<file path="src/rtl/ts_channel_rr_mux_if.sv">
// ts_channel_rr_mux_if
//   Bundles the channel-side inputs and the forwarded outputs of the
//   round-robin channel multiplexer.
//   master : the channel sources / consumer (drives data_in, data_in_valid)
//   slave  : the multiplexer itself
//   Signals:
//     data_in        [NCH*DW]  packed channel words, channel k at [k*DW +: DW]
//     data_in_valid  [NCH]     per-channel valid, held for a whole packet
//     rd_ack         [NCH]     one-hot grant pulse
//     data_out       [DW]      forwarded word (registered)
//     data_out_valid           forwarded valid (registered)
//     grant_ch       [CW]      channel currently or last granted
//     busy                     multiplexer not idle
//     overrun                  pulse when a grant is cut at the word limit
interface ts_channel_rr_mux_if #(
  parameter int NCH = 4,
  parameter int DW  = 33,
  parameter int CW  = (NCH > 1) ? $clog2(NCH) : 1
);
  logic [NCH*DW-1:0] data_in;
  logic [NCH-1:0]    data_in_valid;
  logic [NCH-1:0]    rd_ack;
  logic [DW-1:0]     data_out;
  logic              data_out_valid;
  logic [CW-1:0]     grant_ch;
  logic              busy;
  logic              overrun;

  modport master (
    output data_in, data_in_valid,
    input  rd_ack, data_out, data_out_valid, grant_ch, busy, overrun
  );

  modport slave (
    input  data_in, data_in_valid,
    output rd_ack, data_out, data_out_valid, grant_ch, busy, overrun
  );
endinterface

</file>
<file path="src/rtl/ts_channel_rr_mux.sv">
// ts_channel_rr_mux
//   Round-robin multiplexer of NCH packet channels onto one output stream.
//   A channel is granted with a one-cycle rd_ack pulse, its words are
//   forwarded one cycle late while it stays valid (at most MAX_WORDS per
//   grant), then an END cycle and GAP idle cycles separate packets.
//   Ports:
//     clk    rising-edge clock
//     reset  synchronous, active-high
//     bus    ts_channel_rr_mux_if.slave (channel inputs, forwarded outputs)
module ts_channel_rr_mux #(
  parameter int NCH       = 4,
  parameter int DW        = 33,
  parameter int GAP       = 10,
  parameter int MAX_WORDS = 1024
) (
  input  logic               clk,
  input  logic               reset,
  ts_channel_rr_mux_if.slave bus
);
  localparam int             CW       = (NCH > 1) ? $clog2(NCH) : 1;
  localparam logic [CW-1:0]  LAST_CH  = CW'(NCH - 1);
  localparam logic [CW:0]    NCH_W    = (CW + 1)'(NCH);
  localparam logic [15:0]    MAX_W    = 16'(MAX_WORDS);
  localparam logic [5:0]     GAP_LAST = 6'(GAP - 1);

  typedef enum logic [2:0] {
    S_IDLE,
    S_ACK,
    S_XFER,
    S_END,
    S_GAP
  } state_t;

  state_t            state_q, state_d;
  logic [CW-1:0]     grant_ch_q, grant_ch_d;
  logic [15:0]       word_cnt_q, word_cnt_d;
  logic [5:0]        gap_cnt_q, gap_cnt_d;
  logic [DW-1:0]     data_out_q, data_out_d;
  logic              data_out_valid_q, data_out_valid_d;
  logic              overrun_q, overrun_d;

  // Selected channel's word and valid.
  logic [DW-1:0]     ch_word [NCH];
  logic [DW-1:0]     sel_word;
  logic              sel_valid;

  for (genvar gi = 0; gi < NCH; gi++) begin : g_word
    assign ch_word[gi] = bus.data_in[gi*DW +: DW];
  end

  assign sel_word  = ch_word[grant_ch_q];
  assign sel_valid = bus.data_in_valid[grant_ch_q];

  // Round-robin pick: rotate the request vector so the channel after the
  // last grant sits at bit 0, isolate the lowest set bit, encode it and
  // rotate the offset back.
  logic [CW-1:0]           rr_ptr;
  logic [NCH-1:0]          req_rot;
  logic [NCH-1:0]          req_low;
  logic [CW-1:0][NCH-1:0]  enc_bits;
  logic [CW-1:0]           rr_off;
  logic [CW:0]             rr_sum;
  logic [CW-1:0]           rr_pick;
  logic                    rr_found;

  assign rr_ptr   = (grant_ch_q == LAST_CH) ? '0 : grant_ch_q + CW'(1);
  assign req_rot  = NCH'({bus.data_in_valid, bus.data_in_valid} >> rr_ptr);
  assign req_low  = req_rot & (~req_rot + NCH'(1));
  assign rr_found = |bus.data_in_valid;

  for (genvar gb = 0; gb < CW; gb++) begin : g_enc
    for (genvar gi = 0; gi < NCH; gi++) begin : g_bit
      if (((gi >> gb) & 1) == 1) begin : g_one
        assign enc_bits[gb][gi] = req_low[gi];
      end else begin : g_zero
        assign enc_bits[gb][gi] = 1'b0;
      end
    end
    assign rr_off[gb] = |enc_bits[gb];
  end

  assign rr_sum  = {1'b0, rr_ptr} + {1'b0, rr_off};
  assign rr_pick = (rr_sum >= NCH_W) ? CW'(rr_sum - NCH_W) : rr_sum[CW-1:0];

  // Next-state and output logic.
  always_comb begin
    state_d          = state_q;
    grant_ch_d       = grant_ch_q;
    word_cnt_d       = word_cnt_q;
    gap_cnt_d        = gap_cnt_q;
    data_out_d       = '0;
    data_out_valid_d = 1'b0;
    overrun_d        = 1'b0;
    case (state_q)
      S_IDLE: begin
        if (rr_found) begin
          grant_ch_d = rr_pick;
          word_cnt_d = '0;
          state_d    = S_ACK;
        end
      end
      S_ACK: begin
        state_d = S_XFER;
      end
      S_XFER: begin
        if (!sel_valid) begin
          state_d = S_END;
        end else if (word_cnt_q == MAX_W) begin
          // Limit already forwarded: the word offered now is dropped.
          state_d   = S_END;
          overrun_d = 1'b1;
        end else begin
          data_out_d       = sel_word;
          data_out_valid_d = 1'b1;
          word_cnt_d       = word_cnt_q + 16'd1;
        end
      end
      S_END: begin
        gap_cnt_d = '0;
        state_d   = S_GAP;
      end
      S_GAP: begin
        if (gap_cnt_q == GAP_LAST) begin
          state_d = S_IDLE;
        end else begin
          gap_cnt_d = gap_cnt_q + 6'd1;
        end
      end
      default: begin
        state_d = S_IDLE;
      end
    endcase
  end

  always_ff @(posedge clk) begin
    if (reset) begin
      state_q          <= S_IDLE;
      grant_ch_q       <= LAST_CH;
      word_cnt_q       <= '0;
      gap_cnt_q        <= '0;
      data_out_q       <= '0;
      data_out_valid_q <= 1'b0;
      overrun_q        <= 1'b0;
    end else begin
      state_q          <= state_d;
      grant_ch_q       <= grant_ch_d;
      word_cnt_q       <= word_cnt_d;
      gap_cnt_q        <= gap_cnt_d;
      data_out_q       <= data_out_d;
      data_out_valid_q <= data_out_valid_d;
      overrun_q        <= overrun_d;
    end
  end

  for (genvar gi = 0; gi < NCH; gi++) begin : g_ack
    assign bus.rd_ack[gi] = (state_q == S_ACK) && (grant_ch_q == CW'(gi));
  end

  assign bus.data_out       = data_out_q;
  assign bus.data_out_valid = data_out_valid_q;
  assign bus.grant_ch       = grant_ch_q;
  assign bus.busy           = (state_q != S_IDLE);
  assign bus.overrun        = overrun_q;
endmodule

</file>
<file path="src/flat_wrapper.sv">
// flat-port wrapper written by rule: the top's interface ports become plain ports
module ts_channel_rr_mux_flat 
#(
  parameter int NCH       = 4,
  parameter int DW        = 33,
  parameter int GAP       = 10,
  parameter int MAX_WORDS = 1024
)
  (clk, reset, bus_data_in, bus_data_in_valid, bus_rd_ack, bus_data_out, bus_data_out_valid, bus_grant_ch, bus_busy, bus_overrun);
  ts_channel_rr_mux_if #(.NCH(NCH), .DW(DW)) bus_i ();
  input  logic clk;
  input  logic reset;
  input wire logic [$bits(bus_i.data_in)-1:0] bus_data_in;
  input wire logic [$bits(bus_i.data_in_valid)-1:0] bus_data_in_valid;
  output wire logic [$bits(bus_i.rd_ack)-1:0] bus_rd_ack;
  output wire logic [$bits(bus_i.data_out)-1:0] bus_data_out;
  output wire logic [$bits(bus_i.data_out_valid)-1:0] bus_data_out_valid;
  output wire logic [$bits(bus_i.grant_ch)-1:0] bus_grant_ch;
  output wire logic [$bits(bus_i.busy)-1:0] bus_busy;
  output wire logic [$bits(bus_i.overrun)-1:0] bus_overrun;
  assign bus_i.data_in = bus_data_in;
  assign bus_i.data_in_valid = bus_data_in_valid;
  assign bus_rd_ack = bus_i.rd_ack;
  assign bus_data_out = bus_i.data_out;
  assign bus_data_out_valid = bus_i.data_out_valid;
  assign bus_grant_ch = bus_i.grant_ch;
  assign bus_busy = bus_i.busy;
  assign bus_overrun = bus_i.overrun;
  ts_channel_rr_mux #(.NCH(NCH), .DW(DW), .GAP(GAP), .MAX_WORDS(MAX_WORDS)) u_core (.clk(clk), .reset(reset), .bus(bus_i));
endmodule
</file>
<file path="config.mk">
export PLATFORM = sky130hd
export DESIGN_NAME = ts_channel_rr_mux_flat
export DESIGN_NICKNAME = d
export VERILOG_FILES = /design/src/rtl/ts_channel_rr_mux_if.sv /design/src/rtl/ts_channel_rr_mux.sv /design/src/flat_wrapper.sv
export SDC_FILE = /design/constraint.sdc
export NUM_CORES = 1
export LEC_CHECK = 0
export BUFFER_PORTS_ARGS = -buffer_cell sky130_fd_sc_hd__buf_2
export CAP_MARGIN = 20
export CORE_MARGIN = 1
export CORE_UTILIZATION = 35
export CTS_BUF_LIST = sky130_fd_sc_hd__clkbuf_8
export CTS_CLUSTER_SIZE = 30
export DETAILED_ROUTE_END_ITERATION = 7
export GPL_ROUTABILITY_DRIVEN = 0
export GPL_TIMING_DRIVEN = 0
export HOLD_SLACK_MARGIN = 0.06
export PLACE_DENSITY = 0.61
export SYNTH_ARGS = -nofsm -noshare
export SYNTH_HDL_FRONTEND = slang
export SYNTH_SLANG_ARGS = --single-unit
</file>
<file path="constraint.sdc">
create_clock -name clk -period 4.35 [get_ports clk]
set_input_delay 1.305 -clock clk [delete_from_list [all_inputs] [get_ports clk]]
set_output_delay 1.305 -clock clk [all_outputs]
set_load 0.05 [all_outputs]
</file>
== After elaboration in Yosys (flattened, before gate mapping) ==
Cells that the tools add are included.

* Input bits: 138
* Output and inout port bits: 42
* Word-level logic and storage cells: 75
* Flip-flop bits (word level): 62

* Shift-type cells: 1
* Eq/ne operators: 15
* $add $sub $neg: 6
* Reduce and logical (&&, ||, !) cells: 18
* Bitwise operators: 5
* Multiplexer cells: 20
* $lt $le $gt $ge: 3

{| class="wikitable"
|+ Operators with widths
! cell !! count
|-
| 33-bit binary-select mux with 2-bit select || 1
|-
| 33-bit 2-to-1 mux || 2
|-
| 16-bit 2-to-1 mux || 3
|-
| 16-bit case mux with 2 select lines || 1
|-
| 16-bit by 1-bit adder with 16-bit output (second input constant) || 1
|-
| 16-bit by 11-bit equality test with 1-bit output (second input constant) || 1
|-
| 3-bit case mux with 5 select lines || 1
|-
| 3-bit 2-to-1 mux || 4
|-
| 6-bit case mux with 2 select lines || 1
|-
| 4-bit OR reduction || 2
|-
| 8-bit by 2-bit right shift with 4-bit output || 1
|-
| 6-bit by 1-bit adder with 6-bit output (second input constant) || 1
|-
| 3-bit by 2-bit equality test with 1-bit output (second input constant) || 2
|-
| 6-bit by 4-bit equality test with 1-bit output (second input constant) || 1
|-
| 3-bit >= comparator (second input constant) || 2
|-
| 6-bit 2-to-1 mux || 1
|-
| 2-bit by 1-bit != test with 1-bit output (second input constant) || 3
|-
| 4-bit by 1-bit adder with 4-bit output (second input constant) || 1
|-
| 4-bit bitwise AND || 1
|-
| 2-bit equality test (second input constant) || 2
|-
| 1-bit logical AND || 4
|-
| 2-bit 2-to-1 mux || 2
|-
| 2-bit != test (second input constant) || 2
|-
| 4-bit NOT || 1
|-
| other kinds (21) || 27
|}

== Depth between registers and ports, before layout ==
* Depth after elaboration: 10
* Depth in mapped cells: 8
* Depth with buffers taken out: 6

== Least setup slack after synthesis ==
OpenSTA, ideal clock, no wires.

* Path type: register to output
* From: register u_core.grant_ch_q[1], in the netlist u_core.bus.grant_ch[1]
* To: output port bus_rd_ack[1]
* Cell stages (with the launch flop): 6
* Path slack: 1.213 ns
* Required time: 3.045 ns
* Path buffers: 2
* Arrival: 1.832 ns
* Path through: dfxtp_1 -> buf_2 -> buf_1 -> inv_1 -> ha_1 -> and2_1

* Word-level cells in the longest chain between the ends: 2

{| class="wikitable"
|+ Ends and longest elaborated chain
! what !! RTL line !! RTL
|-
| start: declaration || ts_channel_rr_mux.sv:35 || <nowiki>logic [CW-1:0] grant_ch_q, grant_ch_d;</nowiki>
|-
| start signal: assignment || ts_channel_rr_mux.sv:146 || <nowiki>grant_ch_q <= grant_ch_d;</nowiki>
|-
| 2-bit by 1-bit equality test with 1-bit output || ts_channel_rr_mux.sv:156 || <nowiki>assign bus.rd_ack[gi] = (state_q == S_ACK) && (grant_ch_q == CW'(gi));</nowiki>
|-
| 1-bit logical AND || ts_channel_rr_mux.sv:156 ||
|-
| end: declaration || flat_wrapper.sv:15 || <nowiki>output wire logic [$bits(bus_i.rd_ack)-1:0] bus_rd_ack;</nowiki>
|}

No other way between the ends.

== Worst setup path in the final report ==
Same ends and word-level chain as after synthesis.

==> metrics.md <==
| Metric | Value |
|---|---|
| Status | completed |
| Post-route ant nets | 0 |
| Vias in the first global route | 3059 |
| R2r setup slk | 1.55 ns |
| Tot GR Track Use | 18.71% |
| Post-synth EDFFs | 0 |
| CP startpoint kind | register |
| Die Area | 10430 um2 |
| Fillcell total | 930 |
| Synth cell types | 54 |
| Max_slew headroom | 56.59% |
| Total CTS buffers | 9 |
| DR WL/cell | 15.33 um |
| Finished Cell Area | 4790 um2 |
| Post-DR vias/cell | 5.054 |
| PwrDens | 441.6 nW/um2 |
| Worst setup margin | 0.7965 ns |
| RSZ-0062 raised after global routing | no |
| Pre-antenna DRT Iters | 4 |
| Initial antenna violation count | 0 |
| Placed Area | 4567 um2 |
| Dpl cells | 634 |
| DRC Markers | 0 |
| Die width | 102.1 um |
| CTS tree | done |
| Root Driver | clkbuf_8 |
| Final instance count without filler cells | 650 |
| FFs w/ async S/R, synth | 0% |
| CP required | 3.04 ns |
| DR iter-0 viols | 133 |
| Hold buffers post-CTS | 0 |
| Die Height | 102.1 um |
| LEAKAGE | 2.081 nW |
| Fin. Hold Viols | 0 |
| Total gr overflow | 0 |
| Fin nets | 658 |
| Num ports | 180 |
| #FFs+latches synth | 62 |
| Insertion delay to the later sink of the worst-skew pair | 0.34 ns |
| Achievable Freq | 281.4 MHz |
| Cts repair resizes | 0 |
| Row Count | 36 |
| Peak VDD IR | 0.0002310 V |
| Post-DP HPWL | 8015 um |
| Core area | 9729 um2 |
| Final period util | 81.69% |
| First-pass GRT wire length | 15040 um |
| Top-area cell type share of the netlist area | 35.37% |
| Final min period | 3.554 ns |
| Endpoints failing setup | 0 |
| Clock sink count | 62 |
| Buffers on Ports | 178 |
| Cell count after synthesis | 323 |
| Syn avg cell area | 10.87 um2 |
| # diodes | 0 |
| CP Class | reg2out |
| Vias post-DR | 3285 |
| Synth top area cells | dfxtp_1, mux4_2, nor2b_1 |
| H-tree levels | 3 |
| CP max FO | 10 |
| Net count after synthesis | 469 |
| Hold WC Path Type | reg2reg |
| CP Capture Type | primary output |
| Place WS | 1.141 ns |
| Drt total wl | 9964 um |
| Final core area utilization | 49.23% |
| Fin. max-slew vios | 0 |
| Clk_skew | 0.007132 ns |
| Synth warn | 0 |
| Most used flip-flop cell after synthesis | dfxtp_1 |
| Yosys top cell by area | dfxtp_1 |
| Largest net degree at the start of global routing | 12 |
| Clock Pin Slew Worst Setup and Hold Paths | 0.07 ns |
| Worst Max-Slew Pin Slew | 0.6512 ns |
| Setup TNS | 0 ns |
| Critical path arrival | 2.25 ns |
| Initial core utilization | 36.07% |
| Ratio of cells with drive above 1 in the final layout | 49.13% |
| Max cap viols | 0 |
| Seq/Total Area, Yosys | 35.37% |
| Setup bufs post-CTS | 0 |
| Area Growth Syn to Fin | 36.47% |
| Maximum root-to-sink buffer count | 2 |
| Synth Cell Area | 3510 um2 |
-- state kept, by name (all words and copies together) (netlist names) --
register / flops
u_core.bus.grant_ch: 2
u_core.bus.overrun: 1
u_core.gap_cnt_q: 6
u_core.bus.data_out: 33
u_core.state_q: 3
u_core.word_cnt_q: 16
u_core.bus.data_out_valid: 1
-- layout make-up --
class / instances / area [um2] / area share (%)
Multi-Input combinational cell: 227 / 2093 / 43.70
Clock inverter: 6 / 85.08 / 1.776
Tap cell: 133 / 166.4 / 3.474
Timing Repair Buffer: 178 / 890.9 / 18.60
Clock buffer: 10 / 137.6 / 2.874
Inverter: 10 / 37.54 / 0.7837
Buffer: 24 / 137.6 / 2.874
Sequential cell: 62 / 1241 / 25.91
-- cell families after synthesis --
| kind of cell | share of synthesized area [%] |
|---|---|
| flip-flops | 35.37 |
| adder cells (fa/ha/maj) | 2.852 |
| AO/OA/AOI/OAI | 8.771 |
| multiplexers | 24.74 |
| AND/OR/NAND/NOR | 22.53 |
| XOR/XNOR | 0.7488 |
| buffers and inverters | 4.991 |
-- cells in the mapped netlist (4+ instances only) --
master     n
mux4_2    35
or4_1      7
nand4_1    8
and2_1     5
inv_1     10
a21oi_1    7
nand3_1   11
clkbuf_1   5
nor3_1     4
nor2b_1   37
nor4_1     9
dfxtp_1   62
o31ai_1    4
and4_1     4
nor2_1     7
buf_2     14
nand2_1   18
mux2i_1    8
nand2b_1   5
ha_1       8
-- worst max-delay path, cell delays in order, from the launching register on --
cell	delay [ns]
dfxtp_1	0.39
buf_2	0.25
buf_1	0.53
inv_1	0.19
ha_1	0.22
and2_1	0.13
buf_2	0.20
-- through the flow --
| step | hold slack [ns] | power [mW] |
|---|---|---|
| final | 0.4893 | 2.115 |
| after global routing | 0.5200 | 2.234 |
| after CTS | 0.4923 | 2.144 |
| after detailed placement | 0.4832 | 1.573 |
| after global placement | 0.4676 | 1.559 |
| after floorplan | 0.4447 | 1.346 |
-- metal layers --
layer  share of wire [%]  GRT usage [%]  up-vias
li1                    -              -     1600
met1                  43          25.26     1546
met2                  49          29.12      132
met3                 7.5          4.720        7
met4                0.82          6.484        0
met5                   0              0        -
-- report_power, final --
group          internal [mW]  switching (mW)
Combinational          0.437           0.490
Clock                  0.336           0.225
Sequential             0.604          0.0229
Total                   1.38           0.738
-- placed cells by master (no fill, tap or decap), types with 4 or more instances in the layout --
| cell type | n |
|---|---|
| a21oi_1 | 7 |
| and2_1 | 5 |
| and4_1 | 4 |
| buf_2 | 192 |
| clkbuf_1 | 5 |
| clkbuf_8 | 10 |
| dfxtp_1 | 62 |
| ha_1 | 8 |
| inv_1 | 10 |
| mux2i_1 | 8 |
| mux4_2 | 35 |
| nand2_1 | 18 |
| nand2b_1 | 5 |
| nand3_1 | 11 |
| nand4_1 | 8 |
| nor2_1 | 7 |
| nor2b_1 | 37 |
| nor3_1 | 4 |
| nor4_1 | 9 |
| o31ai_1 | 4 |
| or4_1 | 7 |
-- final timing paths --
check / startpoint / to / cells after the start
max reg2reg: u_core.bus.grant_ch[1] / u_core.bus.grant_ch[0] / 7
min: u_core.word_cnt_q[13] / u_core.word_cnt_q[13] / 2
max: u_core.bus.grant_ch[1] / bus_rd_ack[1] / 6
min reg2reg: u_core.word_cnt_q[13] / u_core.word_cnt_q[13] / 2
No activity file was read; power rests on OpenSTA's default activity.
